File: src/rtl/load_store_unit_if.sv
`default_nettype none
// ============================================================================
//  Module      : load_store_unit_if
//  Description : Single-beat data bus between the load/store unit and memory.
//  Revision    : 1.0
// ============================================================================
interface load_store_unit_if;
    logic [31:0] bus_addr_out;
    logic        bus_read_out;
    logic        bus_write_out;
    logic [31:0] bus_wdata_out;
    logic [3:0]  bus_wmask_out;
    logic [31:0] bus_rdata_in;
    logic        bus_ready_in;
    logic        bus_fault_in;

    modport master (
        output bus_addr_out, bus_read_out, bus_write_out, bus_wdata_out, bus_wmask_out,
        input  bus_rdata_in, bus_ready_in, bus_fault_in
    );

    modport slave (
        input  bus_addr_out, bus_read_out, bus_write_out, bus_wdata_out, bus_wmask_out,
        output bus_rdata_in, bus_ready_in, bus_fault_in
    );
endinterface
`default_nettype wire

File: src/rtl/load_store_unit.sv
`default_nettype none
// ============================================================================
//  Module      : load_store_unit
//  Description : Memory-stage load/store engine, one outstanding bus beat.
//  Revision    : 1.0
// ============================================================================
module load_store_unit #(
    parameter int TIMEOUT_CYCLES = 255
) (
    input  logic              clk,
    input  logic              reset,
    input  logic              valid_in,
    input  logic              mem_read_in,
    input  logic              mem_write_in,
    input  logic [2:0]        mem_width_in,
    input  logic              mem_zero_extend_in,
    input  logic              mem_fence_in,
    input  logic [31:0]       addr_in,
    input  logic [31:0]       wdata_in,
    output logic              stall_out,
    output logic [31:0]       rdata_out,
    output logic              rdata_valid_out,
    output logic              misaligned_out,
    output logic              fault_out,
    load_store_unit_if.master bus
);

    typedef enum logic [1:0] {
        S_IDLE = 2'd0,
        S_BUSY = 2'd1,
        S_RESP = 2'd2
    } state_t;

    localparam logic [7:0] c_timeout_last = 8'(TIMEOUT_CYCLES - 1);

    state_t      r_state;
    state_t      w_next_state;
    logic [7:0]  r_count;
    logic [31:0] r_addr;
    logic [31:0] r_wdata;
    logic [3:0]  r_wmask;
    logic        r_is_byte;
    logic        r_is_half;
    logic        r_zext;
    logic [1:0]  r_off;
    logic        r_is_write;
    logic        r_bus_read;
    logic        r_bus_write;
    logic [31:0] r_rdata;
    logic        r_fault;

    logic        w_req;
    logic        w_is_byte;
    logic        w_is_half;
    logic        w_is_word;
    logic        w_misaligned;
    logic        w_accept;
    logic        w_timeout;
    logic [3:0]  w_wmask;
    logic [31:0] w_wdata;
    logic [31:0] w_lane;
    logic [31:0] w_load;
    logic        w_unused_fence;

    // A fence never has anything to wait for in IDLE, so it needs no logic.
    assign w_unused_fence = mem_fence_in;

    assign w_req        = valid_in & (mem_read_in | mem_write_in);
    assign w_is_byte    = (mem_width_in == 3'd0);
    assign w_is_half    = (mem_width_in == 3'd1);
    assign w_is_word    = ~(w_is_byte | w_is_half);
    assign w_misaligned = (w_is_half & addr_in[0]) | (w_is_word & (addr_in[1:0] != 2'b00));
    assign w_accept     = (r_state == S_IDLE) & w_req & ~w_misaligned;
    assign w_timeout    = (r_count == c_timeout_last);

    assign w_wmask = w_is_byte ? (4'b0001 << addr_in[1:0]) :
                     w_is_half ? (4'b0011 << {addr_in[1], 1'b0}) : 4'b1111;
    assign w_wdata = w_is_byte ? {4{wdata_in[7:0]}} :
                     w_is_half ? {2{wdata_in[15:0]}} : wdata_in;

    assign w_lane = bus.bus_rdata_in >> {r_off, 3'b000};
    assign w_load = r_is_byte ? (r_zext ? {24'd0, w_lane[7:0]}  : {{24{w_lane[7]}}, w_lane[7:0]}) :
                    r_is_half ? (r_zext ? {16'd0, w_lane[15:0]} : {{16{w_lane[15]}}, w_lane[15:0]}) :
                    w_lane;

    always_ff @(posedge clk) begin
        if (reset) begin
            r_state <= S_IDLE;
        end else begin
            r_state <= w_next_state;
        end
    end

    always_comb begin
        w_next_state    = r_state;
        stall_out       = 1'b0;
        misaligned_out  = 1'b0;
        rdata_valid_out = 1'b0;
        rdata_out       = 32'd0;
        fault_out       = 1'b0;
        case (r_state)
            S_IDLE: begin
                misaligned_out = w_req & w_misaligned;
                stall_out      = w_accept;
                if (w_accept) begin
                    w_next_state = S_BUSY;
                end
            end
            S_BUSY: begin
                stall_out = 1'b1;
                if (bus.bus_ready_in | w_timeout) begin
                    w_next_state = S_RESP;
                end
            end
            S_RESP: begin
                rdata_valid_out = 1'b1;
                rdata_out       = r_rdata;
                fault_out       = r_fault;
                w_next_state    = S_IDLE;
            end
            default: w_next_state = S_IDLE;
        endcase
    end

    always_ff @(posedge clk) begin
        if (reset) begin
            r_count     <= 8'd0;
            r_addr      <= 32'd0;
            r_wdata     <= 32'd0;
            r_wmask     <= 4'd0;
            r_is_byte   <= 1'b0;
            r_is_half   <= 1'b0;
            r_zext      <= 1'b0;
            r_off       <= 2'd0;
            r_is_write  <= 1'b0;
            r_bus_read  <= 1'b0;
            r_bus_write <= 1'b0;
            r_rdata     <= 32'd0;
            r_fault     <= 1'b0;
        end else if (w_accept) begin
            // Write wins when read and write arrive together.
            r_count     <= 8'd0;
            r_addr      <= {addr_in[31:2], 2'b00};
            r_wdata     <= w_wdata;
            r_wmask     <= mem_write_in ? w_wmask : 4'd0;
            r_is_byte   <= w_is_byte;
            r_is_half   <= w_is_half;
            r_zext      <= mem_zero_extend_in;
            r_off       <= addr_in[1:0];
            r_is_write  <= mem_write_in;
            r_bus_read  <= ~mem_write_in;
            r_bus_write <= mem_write_in;
        end else if (r_state == S_BUSY) begin
            if (bus.bus_ready_in) begin
                r_bus_read  <= 1'b0;
                r_bus_write <= 1'b0;
                r_fault     <= bus.bus_fault_in;
                r_rdata     <= (bus.bus_fault_in | r_is_write) ? 32'd0 : w_load;
            end else if (w_timeout) begin
                r_bus_read  <= 1'b0;
                r_bus_write <= 1'b0;
                r_fault     <= 1'b1;
                r_rdata     <= 32'd0;
            end else begin
                r_count <= r_count + 8'd1;
            end
        end
    end

    assign bus.bus_addr_out  = r_addr;
    assign bus.bus_read_out  = r_bus_read;
    assign bus.bus_write_out = r_bus_write;
    assign bus.bus_wdata_out = r_wdata;
    assign bus.bus_wmask_out = r_wmask;

endmodule
`default_nettype wire

File: src/flat_wrapper.sv
// flat-port wrapper written by rule: the top's interface ports become plain ports
module load_store_unit_flat 
#(
    parameter int TIMEOUT_CYCLES = 255
)
  (clk, reset, valid_in, mem_read_in, mem_write_in, mem_width_in, mem_zero_extend_in, mem_fence_in, addr_in, wdata_in, stall_out, rdata_out, rdata_valid_out, misaligned_out, fault_out, bus_bus_addr_out, bus_bus_read_out, bus_bus_write_out, bus_bus_wdata_out, bus_bus_wmask_out, bus_bus_rdata_in, bus_bus_ready_in, bus_bus_fault_in);
  load_store_unit_if bus_i ();
  input  logic clk;
  input  logic reset;
  input  logic valid_in;
  input  logic mem_read_in;
  input  logic mem_write_in;
  input  logic [2:0] mem_width_in;
  input  logic mem_zero_extend_in;
  input  logic mem_fence_in;
  input  logic [31:0] addr_in;
  input  logic [31:0] wdata_in;
  output logic stall_out;
  output logic [31:0] rdata_out;
  output logic rdata_valid_out;
  output logic misaligned_out;
  output logic fault_out;
  output wire logic [$bits(bus_i.bus_addr_out)-1:0] bus_bus_addr_out;
  output wire logic [$bits(bus_i.bus_read_out)-1:0] bus_bus_read_out;
  output wire logic [$bits(bus_i.bus_write_out)-1:0] bus_bus_write_out;
  output wire logic [$bits(bus_i.bus_wdata_out)-1:0] bus_bus_wdata_out;
  output wire logic [$bits(bus_i.bus_wmask_out)-1:0] bus_bus_wmask_out;
  input wire logic [$bits(bus_i.bus_rdata_in)-1:0] bus_bus_rdata_in;
  input wire logic [$bits(bus_i.bus_ready_in)-1:0] bus_bus_ready_in;
  input wire logic [$bits(bus_i.bus_fault_in)-1:0] bus_bus_fault_in;
  assign bus_bus_addr_out = bus_i.bus_addr_out;
  assign bus_bus_read_out = bus_i.bus_read_out;
  assign bus_bus_write_out = bus_i.bus_write_out;
  assign bus_bus_wdata_out = bus_i.bus_wdata_out;
  assign bus_bus_wmask_out = bus_i.bus_wmask_out;
  assign bus_i.bus_rdata_in = bus_bus_rdata_in;
  assign bus_i.bus_ready_in = bus_bus_ready_in;
  assign bus_i.bus_fault_in = bus_bus_fault_in;
  load_store_unit #(.TIMEOUT_CYCLES(TIMEOUT_CYCLES)) u_core (.clk(clk), .reset(reset), .valid_in(valid_in), .mem_read_in(mem_read_in), .mem_write_in(mem_write_in), .mem_width_in(mem_width_in), .mem_zero_extend_in(mem_zero_extend_in), .mem_fence_in(mem_fence_in), .addr_in(addr_in), .wdata_in(wdata_in), .stall_out(stall_out), .rdata_out(rdata_out), .rdata_valid_out(rdata_valid_out), .misaligned_out(misaligned_out), .fault_out(fault_out), .bus(bus_i));
endmodule
File: config.mk
export PLATFORM = sky130hd
export DESIGN_NAME = load_store_unit_flat
export DESIGN_NICKNAME = d
export VERILOG_FILES = /design/src/rtl/load_store_unit_if.sv /design/src/rtl/load_store_unit.sv /design/src/flat_wrapper.sv
export SDC_FILE = /design/constraint.sdc
export NUM_CORES = 1
export LEC_CHECK = 0
export CAP_MARGIN = 20
export CELL_PAD_IN_SITES_DETAIL_PLACEMENT = 0
export CELL_PAD_IN_SITES_GLOBAL_PLACEMENT = 1
export CORE_MARGIN = 2
export CORE_UTILIZATION = 33
export CTS_BUF_LIST = sky130_fd_sc_hd__clkbuf_4 sky130_fd_sc_hd__clkbuf_8
export DETAILED_ROUTE_END_ITERATION = 10
export PLACE_DENSITY = 0.83
export SKIP_CTS_REPAIR_TIMING = 1
export SYNTH_ARGS = -nofsm -noshare
export SYNTH_HDL_FRONTEND = slang
export SYNTH_SLANG_ARGS = --single-unit
export TNS_END_PERCENT = 1
File: constraint.sdc
create_clock -name clk -period 2.1 [get_ports clk]
set_clock_uncertainty 0.15 [all_clocks]
set_input_delay 0.21 -clock clk [delete_from_list [all_inputs] [get_ports clk]]
set_output_delay 0.21 -clock clk [all_outputs]
set_load 0.005 [all_outputs]
==> metrics.txt <==
RSZ-0062 raised after global routing=yes; WHS=165.3 ps; Netlist cell types=55; post-route setup slack=-149.5 ps; Synth async-reset ratio=0%; Worst Hold Depth=3; Critical Path Fanout Max=34; total power=5.312 mW; power per cell area=614.8 nW/um^2; Via density=4.955; drt first pass iters=4; pre-CTS setup slack=-165.9 ps; reg2reg path depth=5; HP Class=in -> reg; CP startpoint=u_core.r_state[1]; CP Data Required Time=1740 ps; Max-slew headroom=45.03%; Final setup viols=7; Primary FF master, synth=dfxtp_1; violated checks=negative setup slack; syn_area_per_cell=8.435 um^2; routed len/inst=15.78 um; CTS buffer count=17; largest net degree at the start of global routing=48; VDD IR max=469.5 uV; critical path class=reg -> out; worst r2r src=u_core.r_off[0]; Synth top area share=42.27%; CP Capture Type=primary output; fin crit share=107.1%; via count=5505; FF-to-FF End=u_core.r_rdata[13]; DIE AREA=17850 um^2; Max Slew Vio Count=0; Clk pin slew, worst setup/hold paths=70 ps; maxcap violations=0; area grow syn2layout=55.90%; Static Leak=3.557 nW; Total GRT Usage=19.61%; Cells after Synth=657; Mapped Area=5542 um^2; DIE HEIGHT=133.6 um; Starting Density=33.54%; 1st-iter DRT viols=313; status=complete, but fails checks; CTS root buf=clkbuf_8; Bufs on Longest Clock Path=2; first-pass GRT wire length=27.87 mm; fin nets=988; CTS tree=yes; synth cell count leaders=nand2_1 (130), dfxtp_1 (117), a21oi_1 (73), mux2i_1 (48), clkbuf_1 (36); Seq/Total Area, Yosys=42.27%; FF+latch count, synth=117; Port Buffers=210; width of the chip=133.6 um; final WL=17.54 mm; Clock Latency Late Sink=430 ps; grt total ovfl=0; Yosys warning count=0; HPWL after DPL=12.46 mm; initial antenna violation count=0; ANT nets after route=0; flop-to-flop setup slack=160 ps; total core area=16520 um^2; startpoint types=flip-flop; CP arrival=1890 ps; vias in the first global route=5417; min Tclk post-route=2249 ps; Ports=214; # DRC=0; share of cells above drive strength 1=11.00%; clk sinks=117; Tightest Pin Transition=818.2 ps; H-Tree Depth=4; Max Freq=444.5 MHz; Synth area leader=dfxtp_1; Synth area leaders=dfxtp_1 (42%), nand2_1 (8.8%), mux2i_1 (8.7%); GPL Wtd Cong=0.8051; crit path capture=fault_out; Antenna diodes=0; # rows=47; Final Hold Viols=0; number of synthesized flops with an enable pin=0; count leader, synth=nand2_1
-- cell usage in the layout, fill, tap and decap left out, types with 3 or more instances in the layout --
cell type,count
dlymetal6s2s_1,29
a21oi_1,73
or3_1,3
mux2i_1,48
clkbuf_8,22
nor2_1,20
inv_1,3
nand4_1,10
a311oi_1,8
nand2b_1,4
clkdlybuf4s50_1,180
clkinv_2,4
o2bb2ai_1,7
a211oi_1,9
o211ai_1,19
and2_1,34
nor3_1,12
buf_12,7
nand3_1,5
a22o_1,17
xor2_1,5
o21ai_0,26
o31ai_1,9
dfxtp_1,116
buf_4,41
nand2_1,130
-- worst max-delay path, stage by stage, from the launching register on --
cell and delay [ps]:
dfxtp_1 410, nor2b_4 200, buf_12 180, and2_1 160, clkdlybuf4s50_1 500
-- worst min-delay path by stage --
stage,start,endpoint,slack (ps)
final,addr_in[30],u_core.bus.bus_addr_out[30],170
after global routing,addr_in[5],u_core.bus.bus_addr_out[5],160
after CTS,reset,u_core.r_rdata[7],-100
after detailed placement,u_core.bus.bus_addr_out[24],u_core.bus.bus_addr_out[24],300
after global placement,u_core.bus.bus_wmask_out[1],u_core.bus.bus_wmask_out[1],290
after floorplan,addr_in[10],u_core.bus.bus_addr_out[10],200
-- registers in the layout, summed over array words and instances, names as in the netlist --
signal and flops:
u_core.bus.bus_wdata_out 32, u_core.r_rdata 32, u_core.bus.bus_addr_out 30, u_core.r_count 8, u_core.bus.bus_wmask_out 4, u_core.r_off 2, u_core.r_state 2, u_core.bus.bus_read_out 1
u_core.bus.bus_write_out 1, u_core.r_fault 1, u_core.r_is_byte 1, u_core.r_is_half 1, u_core.r_is_write 1, u_core.r_zext 1
-- report_power, final --
group          internal (mW)  switching (mW)  leakage (nW)
logic                  0.466           0.371          2.39
registers               2.29          0.0415         0.949
clock network           1.23           0.909         0.216
total                   3.99            1.32          3.56
-- cell families after synthesis --
kind of cell | Yosys count | synth area share (%)
mux | 50 | 9.189
fa+ha+maj | 2 | 0.4515
flops | 117 | 42.27
compound gates | 182 | 21.56
simple gates | 239 | 20.52
xor+xnor | 6 | 0.9483
buf+inv | 60 | 4.990
other cells | 1 | 0.06767
-- per-stage QoR --
step	area (um^2)	TNS, ps	cells	utilization [%]
4_1_cts	8543	-9014	1110	51.70
5_1_grt	8640	-1649	1111	52.28
3_5_place_dp	8129	-3385	1078	49.19
3_3_place_gp	8129	-2021	1078	49.19
2_1_floorplan	5545	0	658	-
6_report	8640	-919.6	1111	52.28
-- area by class of cell --
class / instances / area (um^2)
Multi-Input combinational cell: 481 / 2973
Clock buffer: 24 / 317.8
Tap cell: 220 / 275.3
Timing Repair Buffer: 258 / 2623
Fill cell: 1566 / 7885
Clock inverter: 8 / 96.34
Inverter: 3 / 11.26
Sequential cell: 117 / 2344
-- per-layer routing --
layer	global-route usage, %	share of wire (%)
met5	0	0
met4	5.969	1.4
met3	7.496	8.0
met2	32.67	48
met1	23.45	43
Power figures use the tool's default switching activity.
